$ cat src/rtl/cubehash_round_sched.sv
// Sequencing controller for the iterative CubeHash state/round datapath.
// Define CUBEHASH_ABORT_EN to add an `abort` input that returns the controller to IDLE.
module cubehash_round_sched #(
    parameter int ROUNDS   = 16,
    parameter int FIN_MULT = 10,
    parameter int CNT_W    = 8
) (
    input  logic clk,
    input  logic rst_p,
`ifdef CUBEHASH_ABORT_EN
    input  logic abort,
`endif
    input  logic start,
    input  logic msg_valid,
    input  logic msg_last,
    output logic msg_ready,
    output logic sel_iv,
    output logic absorb,
    output logic round_en,
    output logic fin_xor,
    output logic out_en,
    output logic busy,
    output logic err
);

    typedef enum logic [2:0] {
        IDLE,
        WAIT_BLK,
        ROUND,
        FIN_X,
        FIN_ROUND,
        DONE
    } state_t;

    localparam logic [CNT_W-1:0] ROUND_LOAD = CNT_W'(ROUNDS - 1);
    localparam logic [CNT_W-1:0] FIN_LOAD   = CNT_W'(FIN_MULT * ROUNDS - 1);

    state_t           state;
    state_t           state_nxt;
    logic [CNT_W-1:0] cnt;
    logic             first_q;
    logic             last_q;
    logic             ready_q;
    logic             round_q;
    logic             fin_q;
    logic             out_q;
    logic             busy_q;
    logic             abort_hit;
    logic             xfer;

`ifdef CUBEHASH_ABORT_EN
    assign abort_hit = abort && (state != IDLE);
`else
    assign abort_hit = 1'b0;
`endif

    // Strobes are registered from the next state; abort masks them in its own cycle.
    assign msg_ready = ready_q && !abort_hit;
    assign round_en  = round_q && !abort_hit;
    assign fin_xor   = fin_q && !abort_hit;
    assign out_en    = out_q && !abort_hit;
    assign busy      = busy_q;
    assign xfer      = msg_valid && msg_ready;
    assign absorb    = xfer;
    assign sel_iv    = xfer && first_q;

    always_comb begin
        state_nxt = state;
        case (state)
            IDLE:      if (start) state_nxt = WAIT_BLK;
            WAIT_BLK:  if (xfer) state_nxt = ROUND;
            ROUND:     if (cnt == '0) state_nxt = last_q ? FIN_X : WAIT_BLK;
            FIN_X:     state_nxt = FIN_ROUND;
            FIN_ROUND: if (cnt == '0) state_nxt = DONE;
            DONE:      state_nxt = IDLE;
            default:   state_nxt = IDLE;
        endcase
        if (abort_hit) begin
            state_nxt = IDLE;
        end
    end

    always_ff @(posedge clk) begin
        if (rst_p) begin
            state   <= IDLE;
            cnt     <= '0;
            first_q <= 1'b0;
            last_q  <= 1'b0;
            ready_q <= 1'b0;
            round_q <= 1'b0;
            fin_q   <= 1'b0;
            out_q   <= 1'b0;
            busy_q  <= 1'b0;
            err     <= 1'b0;
        end else begin
            state   <= state_nxt;
            ready_q <= (state_nxt == WAIT_BLK);
            round_q <= (state_nxt == ROUND) || (state_nxt == FIN_ROUND);
            fin_q   <= (state_nxt == FIN_X);
            out_q   <= (state_nxt == DONE);
            busy_q  <= (state_nxt != IDLE);

            if (!abort_hit) begin
                case (state)
                    IDLE: begin
                        if (start) first_q <= 1'b1;
                    end
                    WAIT_BLK: begin
                        if (xfer) begin
                            first_q <= 1'b0;
                            cnt     <= ROUND_LOAD;
                            last_q  <= msg_last;
                        end
                    end
                    ROUND, FIN_ROUND: begin
                        if (cnt != '0) cnt <= cnt - CNT_W'(1);
                    end
                    FIN_X: begin
                        cnt <= FIN_LOAD;
                    end
                    default: begin
                    end
                endcase

                // Only an accepted start clears the sticky error; busy_q mirrors state != IDLE.
                if (state == IDLE && start) begin
                    err <= 1'b0;
                end else if (busy_q && ((msg_valid && !msg_ready) || start)) begin
                    err <= 1'b1;
                end
            end
        end
    end

endmodule

$ cat config.mk
export PLATFORM = sky130hd
export DESIGN_NAME = cubehash_round_sched
export DESIGN_NICKNAME = d
export VERILOG_FILES = /design/src/rtl/cubehash_round_sched.sv
export SDC_FILE = /design/constraint.sdc
export NUM_CORES = 1
export LEC_CHECK = 0
export ABC_CLOCK_PERIOD_IN_PS = 2000
export BUFFER_PORTS_ARGS = -buffer_cell sky130_fd_sc_hd__buf_4
export CAP_MARGIN = 20
export CELL_PAD_IN_SITES_DETAIL_PLACEMENT = 1
export CELL_PAD_IN_SITES_GLOBAL_PLACEMENT = 1
export CORE_ASPECT_RATIO = 0.9
export CORE_MARGIN = 2
export CORE_UTILIZATION = 37
export DETAILED_ROUTE_END_ITERATION = 8
export PLACE_DENSITY_LB_ADDON = 0.1
export REMOVE_ABC_BUFFERS = 1
export SETUP_SLACK_MARGIN = 0.05
export SYNTH_ARGS = -nofsm -noshare
export SYNTH_HDL_FRONTEND = slang
export SYNTH_SLANG_ARGS = --single-unit
$ cat constraint.sdc
create_clock -name clk -period 2 [get_ports clk]
set_input_delay 0.1 -clock clk [delete_from_list [all_inputs] [get_ports clk]]
set_output_delay 0.1 -clock clk [all_outputs]
set_load 0.1 [all_outputs]
==> metrics.csv <==
metric,value,unit
yosysUniqueCellTypes,45,
critPathTopFamily,simple AND/OR/NAND/NOR gates,
track_usage,0.189,
drt_iter0_drc,9,
pwr-share-clk,0.240,
path_class,reg -> reg,
ys_seq_area_frac,0.395,
power.leakage,0.000508,uW
end_kind,flop,
r2r_end,cnt[3]$_SDFFE_PP0P_,
r2r_slack,0.15,ns
grt_max_degree,21,
required,2.23,ns
place_inst,149,
crit_fanout,7,
clock_latency,0.32,ns
drc,0,
grt_pass1_vias,823,
start_util,0.390,
fp.dieArea,3030,sq um
synthCells,108,
synth_edf_count,0,
clock.fmax,541,MHz
hold_violations,0,
grt_setup_unrepaired,no,
antenna_found_initial,0,
clockBufferDepth,2,
switching_share,0.351,
vias,893,
fp.dieH,52.4,um
clock_sinks,19,
die_w,57.8,um
crit_chain,inv_2 -> ha_4 -> or4b_4 -> o22ai_4 -> buf_4 -> a21oi_1 -> o21a_1,
grt_pass1_wl,4.18,mm
io_buffer_count,12,
fin_crit_sh,0.924,
switchingPower,304,uW
reg2reg_depth,7,
cts.htree.levels,1,
power.density,709,nW/um^2
overflow,0,
path_buf_inv,2,
whs_path_depth,3,
cts_root_buffer,clkbuf_4,
postRouteAntennaNets,0,
hold_start,msg_last,
synthArstFlopShare,0,
drv_cap,0,
holdCritPathClass,in -> reg,
io-pin-count,13,
path_clk_slew,0.11,ns
cts_tree,done,
wl_per_cell,16.1,um
timing.rr.start,cnt[1]$_SDFFE_PP0P_,
ctsHoldBuffers,0,
crit_slowest_cell,or4b_4,
max_stage_delay,0.54,ns
setup_viol_count_final,0,
status,finished clean,
cp-start-kind,flop,
power.share.sequential,0.476,
drive_above_1_share,0.349,
routed_wirelength,2.53,mm
avgSynthCellArea,8.91,sq um
ir_worst_vdd,0.000582,V
yosys_register_bits,19,
arrival,2.08,ns
routed_via_density,5.69,
gp_routability_congestion,0.812,
internal_power,560,uW
num_antenna_cells,0,
yosys_most_used_dff,dfxtp_1,
cts_buffers,3,
layout_commonest_cell,buf_4,
stdcell_count,157,
final_cell_mix,"buf_4, dfxtp_1, nor2_1",
post-route-min-period,1.85,ns
nets,136,
coreArea,2470,sq um
slew_headroom,0.590,
combPwrFrac,0.284,
fin_skew,0.00327,ns
yosysWarnings,0,
syn_area,962,sq um
worst_pin_slew,0.611,ns
final_max_slew_viol_count,0,
row_count,17,
min_to,last_q$_SDFFE_PP0P_,
syn_to_final_growth,26.7,%
place_hpwl,1.78,mm
drt-pass1-iter-count,4,
finish.utilization,0.494,
## cell type report
class,count,area [sq um]
Timing Repair Buffer,23,173
Fill cell,298,1250
Tap cell,28,35.0
Sequential cell,19,383
Clock inverter,1,5.00
Multi-Input combinational cell,78,582
Inverter,5,18.8
Clock buffer,3,22.5
## repair_timing
action	4_1_cts	5_1_grt
resized for setup	1	11
setup buffers	0	3
hold endpoints to repair	0	0
pin swaps	0	6
cloned	0	1
setup endpoints to repair	9	9
## worst max path at each step
stage	endpoint	from	depth (start not counted)	slack, ns
3_5_place_dp	cnt[7]$_SDFFE_PP0P_	cnt[0]$_SDFFE_PP0P_	6	-0.02
2_1_floorplan	cnt[7]$_SDFFE_PP0P_	msg_ready$_SDFF_PP0_	4	-0.77
4_1_cts	cnt[7]$_SDFFE_PP0P_	cnt[0]$_SDFFE_PP0P_	6	0.07
5_1_grt	cnt[7]$_SDFFE_PP0P_	cnt[2]$_SDFFE_PP0P_	4	0.02
3_3_place_gp	cnt[7]$_SDFFE_PP0P_	cnt[0]$_SDFFE_PP0P_	6	0.07
6_report	cnt[3]$_SDFFE_PP0P_	cnt[1]$_SDFFE_PP0P_	7	0.15
## cells by family (layout without fill, tap and decap cells)
| kind of cell | Yosys count | after routing | share of synthesized area |
|---|---|---|---|
| muxes | 1 | 1 | 0.0104 |
| and+or+nand+nor | 45 | 45 | 0.286 |
| DFF | 19 | 19 | 0.395 |
| AOI/OAI and AO/OA | 29 | 30 | 0.235 |
| adders and majority gates | 1 | 1 | 0.0130 |
| xor gates and xnor gates | 1 | 1 | 0.00910 |
| buffers and inverters | 12 | 32 | 0.0507 |
## routing by layer
metal | global-route usage | share of wire
met1 | 0.255 | 0.51
met2 | 0.271 | 0.43
met3 | 0.0593 | 0.033
met4 | 0.0930 | 0.024
met5 | 0 | 0
## cell usage after synthesis, types with 2 or more instances
cell      instances  area [sq um]
dfxtp_1          19           380
nand3_1           4          20.0
buf_2             2          10.0
clkbuf_1          4          15.0
or4_1             2          15.0
o21a_1            2          15.0
nor2b_1           3          18.8
and2_1            2          12.5
nand2_1           2          7.51
a21oi_1           7          35.0
nor3_1            7          35.0
nor2_1           11          41.3
or3_1             2          12.5
inv_1             5          18.8
a31oi_1           5          31.3
nor4b_1           2          17.5
## state kept, by name (all words and copies together), names as in the netlist
signal and cells:
busy 1, cnt 8, err 1, fin_xor 1, first_q 1, last_q 1
msg_ready 1, out_en 1, round_en 1, state 3
## worst min-delay path: stages
cell	delay, ns
buf_4	0.08
mux2i_1	0.06
nor2_1	0.08
## power by group through the flow
stage	sequential (uW)	clock, uW	combinational [uW]
2_1_floorplan	470	0	103
3_3_place_gp	418	0	214
3_5_place_dp	419	0	218
4_1_cts	410	215	222
5_1_grt	415	240	267
6_report	411	207	246
## through the flow
step	cell area (sq um)	hold slack [ns]	power, uW	setup WS (ns)	TNS, ns
6_report	1220	0.0267	864	0.151	0
5_1_grt	1220	0.0637	921	0.0249	0
4_1_cts	1150	0.0279	847	0.0716	0
3_5_place_dp	1120	0.358	637	-0.0229	-0.0305
3_3_place_gp	1120	0.332	632	0.0676	0
2_1_floorplan	932	0.165	573	-0.767	-9.56
No activity file was read; power rests on OpenSTA's default activity.
